--- config.mk ---
export PLATFORM = sky130hd
export DESIGN_NAME = ypc_multicycle
export DESIGN_NICKNAME = d
export VERILOG_FILES = /design/src/rtl/ypc_multicycle.sv
export SDC_FILE = /design/constraint.sdc
export NUM_CORES = 2
export LEC_CHECK = 0
export BUFFER_PORTS_ARGS = -buffer_cell sky130_fd_sc_hd__buf_4
export CORE_UTILIZATION = 45
export CTS_BUF_LIST = sky130_fd_sc_hd__clkbuf_2
export DETAILED_ROUTE_END_ITERATION = 8
export GPL_TIMING_DRIVEN = 0
export PLACE_DENSITY = 0.6
export RECOVER_POWER = 50
export SYNTH_ARGS = -nofsm -noshare
export SYNTH_HDL_FRONTEND = slang
export SYNTH_SLANG_ARGS = --single-unit
--- constraint.sdc ---
create_clock -name clk -period 14.75 [get_ports clk]
set_clock_uncertainty 0.05 [all_clocks]
set_input_delay 0.7375 -clock clk [delete_from_list [all_inputs] [get_ports clk]]
set_output_delay 0.7375 -clock clk [all_outputs]
set_load 0.1 [all_outputs]
--- src/rtl/ypc_multicycle.sv ---
// ypc_multicycle: multi-cycle RV-style core (addi, add, sub, lui, ebreak).
// Each instruction goes through FETCH -> WAIT -> EXEC. The fetch uses a
// valid/ready request and a separate response-valid strobe. The core halts on
// ebreak or on any unsupported encoding.
// Optional feature: define YPC_INSTRET_EN to add the 64-bit retired-instruction
// counter output port "instret".
module ypc_multicycle #(
    parameter int              XLEN     = 32,
    parameter int              NREG     = 32,
    parameter logic [XLEN-1:0] RESET_PC = {XLEN{1'b0}}
) (
    input  logic            clk,
    input  logic            reset,
    output logic            imem_req_valid,
    input  logic            imem_req_ready,
    output logic [XLEN-1:0] imem_addr,
    input  logic            imem_rsp_valid,
    input  logic [31:0]     imem_rsp_data,
    output logic            retire,
    output logic            halt,
    output logic            illegal,
`ifdef YPC_INSTRET_EN
    output logic [63:0]     instret,
`endif
    output logic [XLEN-1:0] ret
);

    localparam int          RAW    = (NREG == 16) ? 4 : 5;
    localparam logic [31:0] EBREAK = 32'h0010_0073;
    localparam logic [6:0]  OP_IMM = 7'b0010011;
    localparam logic [6:0]  OP_REG = 7'b0110011;
    localparam logic [6:0]  OP_LUI = 7'b0110111;

    typedef enum logic [1:0] {
        S_FETCH = 2'd0,
        S_WAIT  = 2'd1,
        S_EXEC  = 2'd2,
        S_HALT  = 2'd3
    } state_t;

    state_t            r_state;
    state_t            w_next_state;
    logic [XLEN-1:0]   r_pc;
    logic [31:0]       r_ir;
    logic [XLEN-1:0]   r_rf [NREG];
    logic              r_retire;
    logic              r_halt;
    logic              r_illegal;
    logic [XLEN-1:0]   r_ret;

    logic [6:0]        w_op;
    logic [4:0]        w_rd;
    logic [2:0]        w_f3;
    logic [4:0]        w_rs1;
    logic [4:0]        w_rs2;
    logic [6:0]        w_f7;
    logic [XLEN-1:0]   w_rs1_val;
    logic [XLEN-1:0]   w_rs2_val;
    logic [XLEN-1:0]   w_imm_i;
    logic [XLEN-1:0]   w_imm_u;
    logic [XLEN-1:0]   w_wb_val;
    logic              w_legal;
    logic              w_is_ebreak;
    logic              w_use_rs1;
    logic              w_use_rs2;
    logic              w_use_rd;
    logic              w_idx_bad;
    logic              w_exec_ok;
    logic              w_retire_now;
    logic              w_wr_en;

    assign w_op  = r_ir[6:0];
    assign w_rd  = r_ir[11:7];
    assign w_f3  = r_ir[14:12];
    assign w_rs1 = r_ir[19:15];
    assign w_rs2 = r_ir[24:20];
    assign w_f7  = r_ir[31:25];

    // Immediates are sign-extended to the full datapath width.
    assign w_imm_i = XLEN'($signed(r_ir[31:20]));
    assign w_imm_u = XLEN'($signed({r_ir[31:12], 12'h000}));

    // Combinational read ports; x0 always reads as zero.
    assign w_rs1_val = (w_rs1 == 5'd0) ? {XLEN{1'b0}} : r_rf[w_rs1[RAW-1:0]];
    assign w_rs2_val = (w_rs2 == 5'd0) ? {XLEN{1'b0}} : r_rf[w_rs2[RAW-1:0]];

    // Decode the latched instruction and compute its write-back value.
    always_comb begin
        w_legal     = 1'b0;
        w_is_ebreak = 1'b0;
        w_use_rs1   = 1'b0;
        w_use_rs2   = 1'b0;
        w_use_rd    = 1'b0;
        w_wb_val    = {XLEN{1'b0}};
        if (r_ir == EBREAK) begin
            w_is_ebreak = 1'b1;
        end else begin
            case (w_op)
                OP_IMM: begin
                    if (w_f3 == 3'b000) begin
                        w_legal   = 1'b1;
                        w_use_rs1 = 1'b1;
                        w_use_rd  = 1'b1;
                        w_wb_val  = w_rs1_val + w_imm_i;
                    end else begin
                        w_legal = 1'b0;
                    end
                end
                OP_REG: begin
                    w_use_rs1 = 1'b1;
                    w_use_rs2 = 1'b1;
                    w_use_rd  = 1'b1;
                    if ((w_f3 == 3'b000) && (w_f7 == 7'b0000000)) begin
                        w_legal  = 1'b1;
                        w_wb_val = w_rs1_val + w_rs2_val;
                    end else if ((w_f3 == 3'b000) && (w_f7 == 7'b0100000)) begin
                        w_legal  = 1'b1;
                        w_wb_val = w_rs1_val - w_rs2_val;
                    end else begin
                        w_legal = 1'b0;
                    end
                end
                OP_LUI: begin
                    w_legal  = 1'b1;
                    w_use_rd = 1'b1;
                    w_wb_val = w_imm_u;
                end
                default: begin
                    w_legal = 1'b0;
                end
            endcase
        end
    end

    // With a 16-entry register file any referenced index above x15 is unsupported.
    assign w_idx_bad = (NREG == 16) &&
                       ((w_use_rs1 && w_rs1[4]) || (w_use_rs2 && w_rs2[4]) || (w_use_rd && w_rd[4]));
    assign w_exec_ok    = w_legal && !w_idx_bad;
    assign w_retire_now = (r_state == S_EXEC) && (w_is_ebreak || w_exec_ok);
    assign w_wr_en      = (r_state == S_EXEC) && w_exec_ok && (w_rd != 5'd0);

    // Next-state logic of the fetch/execute sequencer.
    always_comb begin
        w_next_state = r_state;
        case (r_state)
            S_FETCH: begin
                if (imem_req_ready) begin
                    w_next_state = S_WAIT;
                end else begin
                    w_next_state = S_FETCH;
                end
            end
            S_WAIT: begin
                if (imem_rsp_valid) begin
                    w_next_state = S_EXEC;
                end else begin
                    w_next_state = S_WAIT;
                end
            end
            S_EXEC: begin
                if (w_is_ebreak || !w_exec_ok) begin
                    w_next_state = S_HALT;
                end else begin
                    w_next_state = S_FETCH;
                end
            end
            S_HALT: begin
                w_next_state = S_HALT;
            end
            default: begin
                w_next_state = S_HALT;
            end
        endcase
    end

    // State register; reset abandons any outstanding fetch.
    always_ff @(posedge clk) begin
        if (reset) begin
            r_state <= S_FETCH;
        end else begin
            r_state <= w_next_state;
        end
    end

    // PC, instruction register and the status/retire outputs.
    always_ff @(posedge clk) begin
        if (reset) begin
            r_pc      <= RESET_PC;
            r_ir      <= 32'h0000_0000;
            r_retire  <= 1'b0;
            r_halt    <= 1'b0;
            r_illegal <= 1'b0;
            r_ret     <= {XLEN{1'b0}};
        end else begin
            r_retire <= w_retire_now;
            if ((r_state == S_WAIT) && imem_rsp_valid) begin
                r_ir <= imem_rsp_data;
            end
            if ((r_state == S_EXEC) && w_exec_ok && !w_is_ebreak) begin
                r_pc <= r_pc + XLEN'(3'd4);
            end
            if ((r_state == S_EXEC) && (w_is_ebreak || !w_exec_ok)) begin
                r_halt <= 1'b1;
            end
            if ((r_state == S_EXEC) && !w_is_ebreak && !w_exec_ok) begin
                r_illegal <= 1'b1;
            end
            if (w_wr_en) begin
                r_ret <= w_wb_val;
            end
        end
    end

    // Register file write port; x0 is never written.
    always_ff @(posedge clk) begin
        if (reset) begin
            for (int i = 0; i < NREG; i++) begin
                r_rf[i] <= {XLEN{1'b0}};
            end
        end else if (w_wr_en) begin
            r_rf[w_rd[RAW-1:0]] <= w_wb_val;
        end
    end

`ifdef YPC_INSTRET_EN
    logic [63:0] r_instret;

    // Count every retired instruction, ebreak included.
    always_ff @(posedge clk) begin
        if (reset) begin
            r_instret <= 64'd0;
        end else if (w_retire_now) begin
            r_instret <= r_instret + 64'd1;
        end
    end

    assign instret = r_instret;
`endif

    // The request is dropped while reset is held so nothing is issued in that cycle.
    assign imem_req_valid = (r_state == S_FETCH) && !reset;
    assign imem_addr      = r_pc;
    assign retire         = r_retire;
    assign halt           = r_halt;
    assign illegal        = r_illegal;
    assign ret            = r_ret;

endmodule

== Yosys cells after proc, flatten, opt, wreduce, memory -nomap -nowiden ==
Memory sizes are Yosys's and may differ from the RTL's. A register that Yosys moved wholly into a read port is not among the register bits.
Cells that the tools add are included.
Storage, ports and cells
  output and inout port bits: 68
  register bits after elaboration: 101
  input bits: 36
  memories: 1
  memory bits (writable): 1024
  logic and storage cells: 72
Memory list
  r_rf: words 32, width 32, rd ports 2, clocked after memory_dff 2, wr ports 32, RTL line 45  | logic [XLEN-1:0] r_rf [NREG];
Cells by class
  multiplexer cells: 29
  reductions and logical operators: 23
  equal/unequal tests: 8
  add/sub/neg operators: 4
Operators by type and width (number)
  $mux 32: 7
  $pmux 32 s3: 1
  $add 32x32->32: 2
  $add 32x3->32 const B: 1
  $eq 32x21->1 const B: 1
  $reduce_or 32->1: 1
  $sub 32x32->32: 1
  $mux 5: 5
  $eq 7x6->1 const B: 3
  $mux 1: 12
  $logic_and 1x1->1: 11
  $logic_not 5->1: 2
  $pmux 2 s4: 1
  $eq 7x5->1 const B: 1
  $logic_not 7->1: 1
  $reduce_bool 5->1: 1
  $eq 2x2->1 const B: 2
  $mux 2: 2
  $logic_not 1->1: 3
  $logic_not 3->1: 1
  $pmux 1 s3: 1
  $eq 2x1->1 const B: 1
  $logic_not 2->1: 1
  $logic_or 1x1->1: 2

== Longest topological paths before layout ==
  word-level depth: 13
  gate-level depth with buffers: 30
  gate-level depth less buffers: 21

== Worst setup path before layout ==
No wires, ideal clock.
  kind: reg-to-reg
  from: register (tool-made name)
  to: memory r_rf[2][31], data pin
  clock period less this slack: 7515 ps
  path buffers: 9
  setup time: 266 ps
  slack: 7235 ps
  cell stages (with the launch flop): 27
  required time: 14434 ps
  arrival: 7199 ps
  cell sequence: dfxtp_1 > buf_4 > buf_4 > buf_2 > buf_2 > buf_2 > buf_2 > buf_1 > buf_1 > mux4_2 > mux4_2 > nand2_1 > a21o_1 > ha_1 > a221o_1 > or4_1 > o211ai_1 > a221oi_1 > o31ai_1 > a2111oi_0 > o41ai_1 > a21oi_1 > a31oi_1 > nor2_1 > a2111oi_4 > buf_4 > nor2_1
RTL lines (RTL line)
  end, declared: 45

==> out/qor.yml <==
outcome: "finished with violations"
violations: "max-capacitance violations, max-slew violations"
crit_arrival_ns: 14.40
crit_top_cell: "clkbuf_1"
fmax_mhz: 77.2
max_stage_delay_ns: 1.17
rows: 135
grt_pass1_wl_um: 359000
drive_gt1_frac: 0.228
ctsRootBufferMaster: "clkbuf_2"
dieArea_um2: 139000
synth_warnings: 0
fin_area_um2: 68600
crit_family: "buffers and inverters"
grt_max_degree: 33
syn_to_final_growth_pct: 11.1
power_density_nw_per_um2: 106
io_buffers: 100
synthFlopType: "edfxtp_1"
grt_util_all_layers: 0.380
syn_inst: 4744
grt.busiest_layer: "met2"
postRouteAntennaNets: 0
timing.final.setup_violations: 0
avgSynthCellArea_um2: 13.0
fin_crit_ns: 12.95
htreeDepth: 5
hold_class: "input pin to flip-flop"
use_met2: 0.552
crit_slowest_cell: "a2111oi_0"
drt-pass1-iter-count: 8
yosysUniqueCellTypes: 93
die_w_um: 373
drv_slew: 743
finalWorstSetupSlack_ns: 1.80
netlist_area_um2: 61800
fin_crit_sh: 0.878
vias: 49487
nNetsFinal: 5455
grt_pass1_vias: 47578
clk_latency_ns: 1.88
start_util: 0.455
io-pin-count: 104
holdWs_ns: 0.171
dpl_cell_area_um2: 65700
crit_buf_inv: 9
tns_ns: 0
crit_fanout: 10
critPathRequiredTime_ns: 16.21
ys_seq_area_frac: 0.533
worst_setup_path_end_kind: "flip-flop"
tightest_slew_ns: 3.62
layout_common_cells: "nor2_1, edfxtp_1, mux4_2, clkbuf_2, clkbuf_1"
synth-seq-cells: 1133
relSlewSlack: -1.42
drt-total-wl_um: 265000
routabilityCongestion: 1.02
synth_edf_count: 1024
synthArstFlopShare: 0
drtIter0Drc: 8548
rsz0062_at_grt: "false"
grtUsageMet3: 0.171
post_drt_wl_per_cell_um: 36.2
fillers: 12057
power_mw: 7.29
cap_violations: 36
start_kind: "flip-flop"
cts_inserted_buffers: 317
clock-sinks: 1133
hold_path.startpoint: "imem_rsp_valid"
hold_viol: 0
viasPerCell: 6.74
overflow: 0
pre_cts_slack_ns: 2.45
die_h_um: 373
crit_type: "flip-flop to flip-flop"
cts_tree: "yes"
gr-usage-met1: 0.460
worst_ir_drop_vdd_uv: 94.2
drc_errors: 0
fp.coreArea_um2: 136000
antenna_found_initial: 6
clock_path_buffers: 4
dp_hpwl_um: 184000
post_cts_buffers: 0
clk_pin_slew_ns: 0.10
power.leakage_nw: 23.0
final_common_cell: "nor2_1"
-- power by group --
group / switching [mW] / leakage [nW] / internal, mW
sequential: 0.0621 / 11.4 / 3.60
combinational: 0.888 / 9.47 / 0.479
clock: 1.41 / 2.06 / 0.848
total: 2.36 / 23.0 / 4.93
-- logic make-up (layout without fill, tap and decap cells) --
kind of cell    Yosys count  after routing  share of synthesized area
other cells               1             50                  0.0000607
fa+ha+maj                84             84                     0.0172
flops                  1133           1133                      0.533
xor+xnor                 97             97                     0.0137
simple gates           1728           1728                      0.118
buf+inv                 519           1283                     0.0347
compound gates          525            525                     0.0592
mux                     657            657                      0.224
-- timing repair --
action / 4_1_cts / 5_1_grt
hold buffers: 102 / 0
resized for setup: 0 / 0
endpoints found under the hold margin: 44 / 0
-- per-layer routing --
layer / routed length, µm / part of all wire / vias to the layer above
met5: 68 / 0.00026 / -
met4: 18800 / 0.071 / 6
met3: 43900 / 0.17 / 1004
met2: 114000 / 0.43 / 4535
met1: 88700 / 0.33 / 24651
li1: - / - / 19291
-- cell usage after synthesis (all sizes together), types with 18 or more instances --
library cell	number	share of area
buf	121	0.011
nor2b	21	0.0021
mux4	579	0.21
a221oi	25	0.0037
and2	19	0.0019
dfxtp	109	0.035
a21oi	138	0.011
a21o	48	0.0058
inv	89	0.0054
nand2	234	0.014
ha	76	0.015
a211oi	49	0.0060
mux2i	71	0.012
edfxtp	1024	0.50
nor3	38	0.0032
xnor2	60	0.0085
clkbuf	308	0.019
a22oi	31	0.0038
nand2b	57	0.0058
o22ai	34	0.0034
or3	18	0.0018
nand4	18	0.0018
xor2	37	0.0052
o21ai	48	0.0039
nor2	1195	0.074
nand3	43	0.0036
and3	23	0.0023
-- layout make-up --
class | instances | area (µm²) | area share
multi-input combinational | 3125 | 26900 | 0.391
antenna | 16 | 40.0 | 0.000583
tap | 1781 | 2230 | 0.0325
inverter | 90 | 338 | 0.00492
timing repair buffer | 244 | 1820 | 0.0266
clock buffer | 454 | 2270 | 0.0331
clock inverter | 66 | 315 | 0.00459
sequential | 1133 | 32900 | 0.480
buffer | 429 | 1820 | 0.0265
-- state kept, by name, summed over array words and instances (netlist names), named ones only --
signal	flops
r_rf	1024
r_ir	32
ret	32
imem_addr	30
r_state	2
halt	1
illegal	1
retire	1
-- final timing paths --
check	end	slack, ns	cells past startpoint
hold reg to reg	r_ir[3]$_SDFFE_PP0P_	0.42	2
setup reg to reg	r_rf[31][29]$_SDFFCE_PN0P_	1.80	26
hold / removal	r_ir[3]$_SDFFE_PP0P_	0.17	6
setup / recovery	r_rf[31][29]$_SDFFCE_PN0P_	1.80	26
-- stage by stage --
step                std cells   util
floorplan                4777      -
global placement         6658  0.478
detailed placement       6694  0.484
CTS                      7316  0.510
global route             7328  0.505
finish                   7338  0.505
-- worst reg2reg max path: stages (launching register included) --
cell,delay (ns)
dfxtp_1,0.61
buf_2,0.57
buf_2,0.55
clkbuf_1,0.79
buf_1,0.70
clkbuf_1,0.58
clkbuf_1,0.75
clkbuf_1,1.04
mux4_2,0.44
mux4_2,0.57
nand2_1,0.16
a21o_1,0.43
ha_1,0.24
inv_1,0.05
a21oi_1,0.13
o21bai_1,0.15
a21oi_1,0.29
o211ai_1,0.26
a221oi_1,0.58
o31ai_1,0.26
a2111oi_0,1.17
o41ai_1,0.33
xnor2_1,0.23
nor2_1,0.07
nor4b_2,0.87
clkbuf_1,0.72
nor2_1,0.10
(Power assumes the default switching activity.)
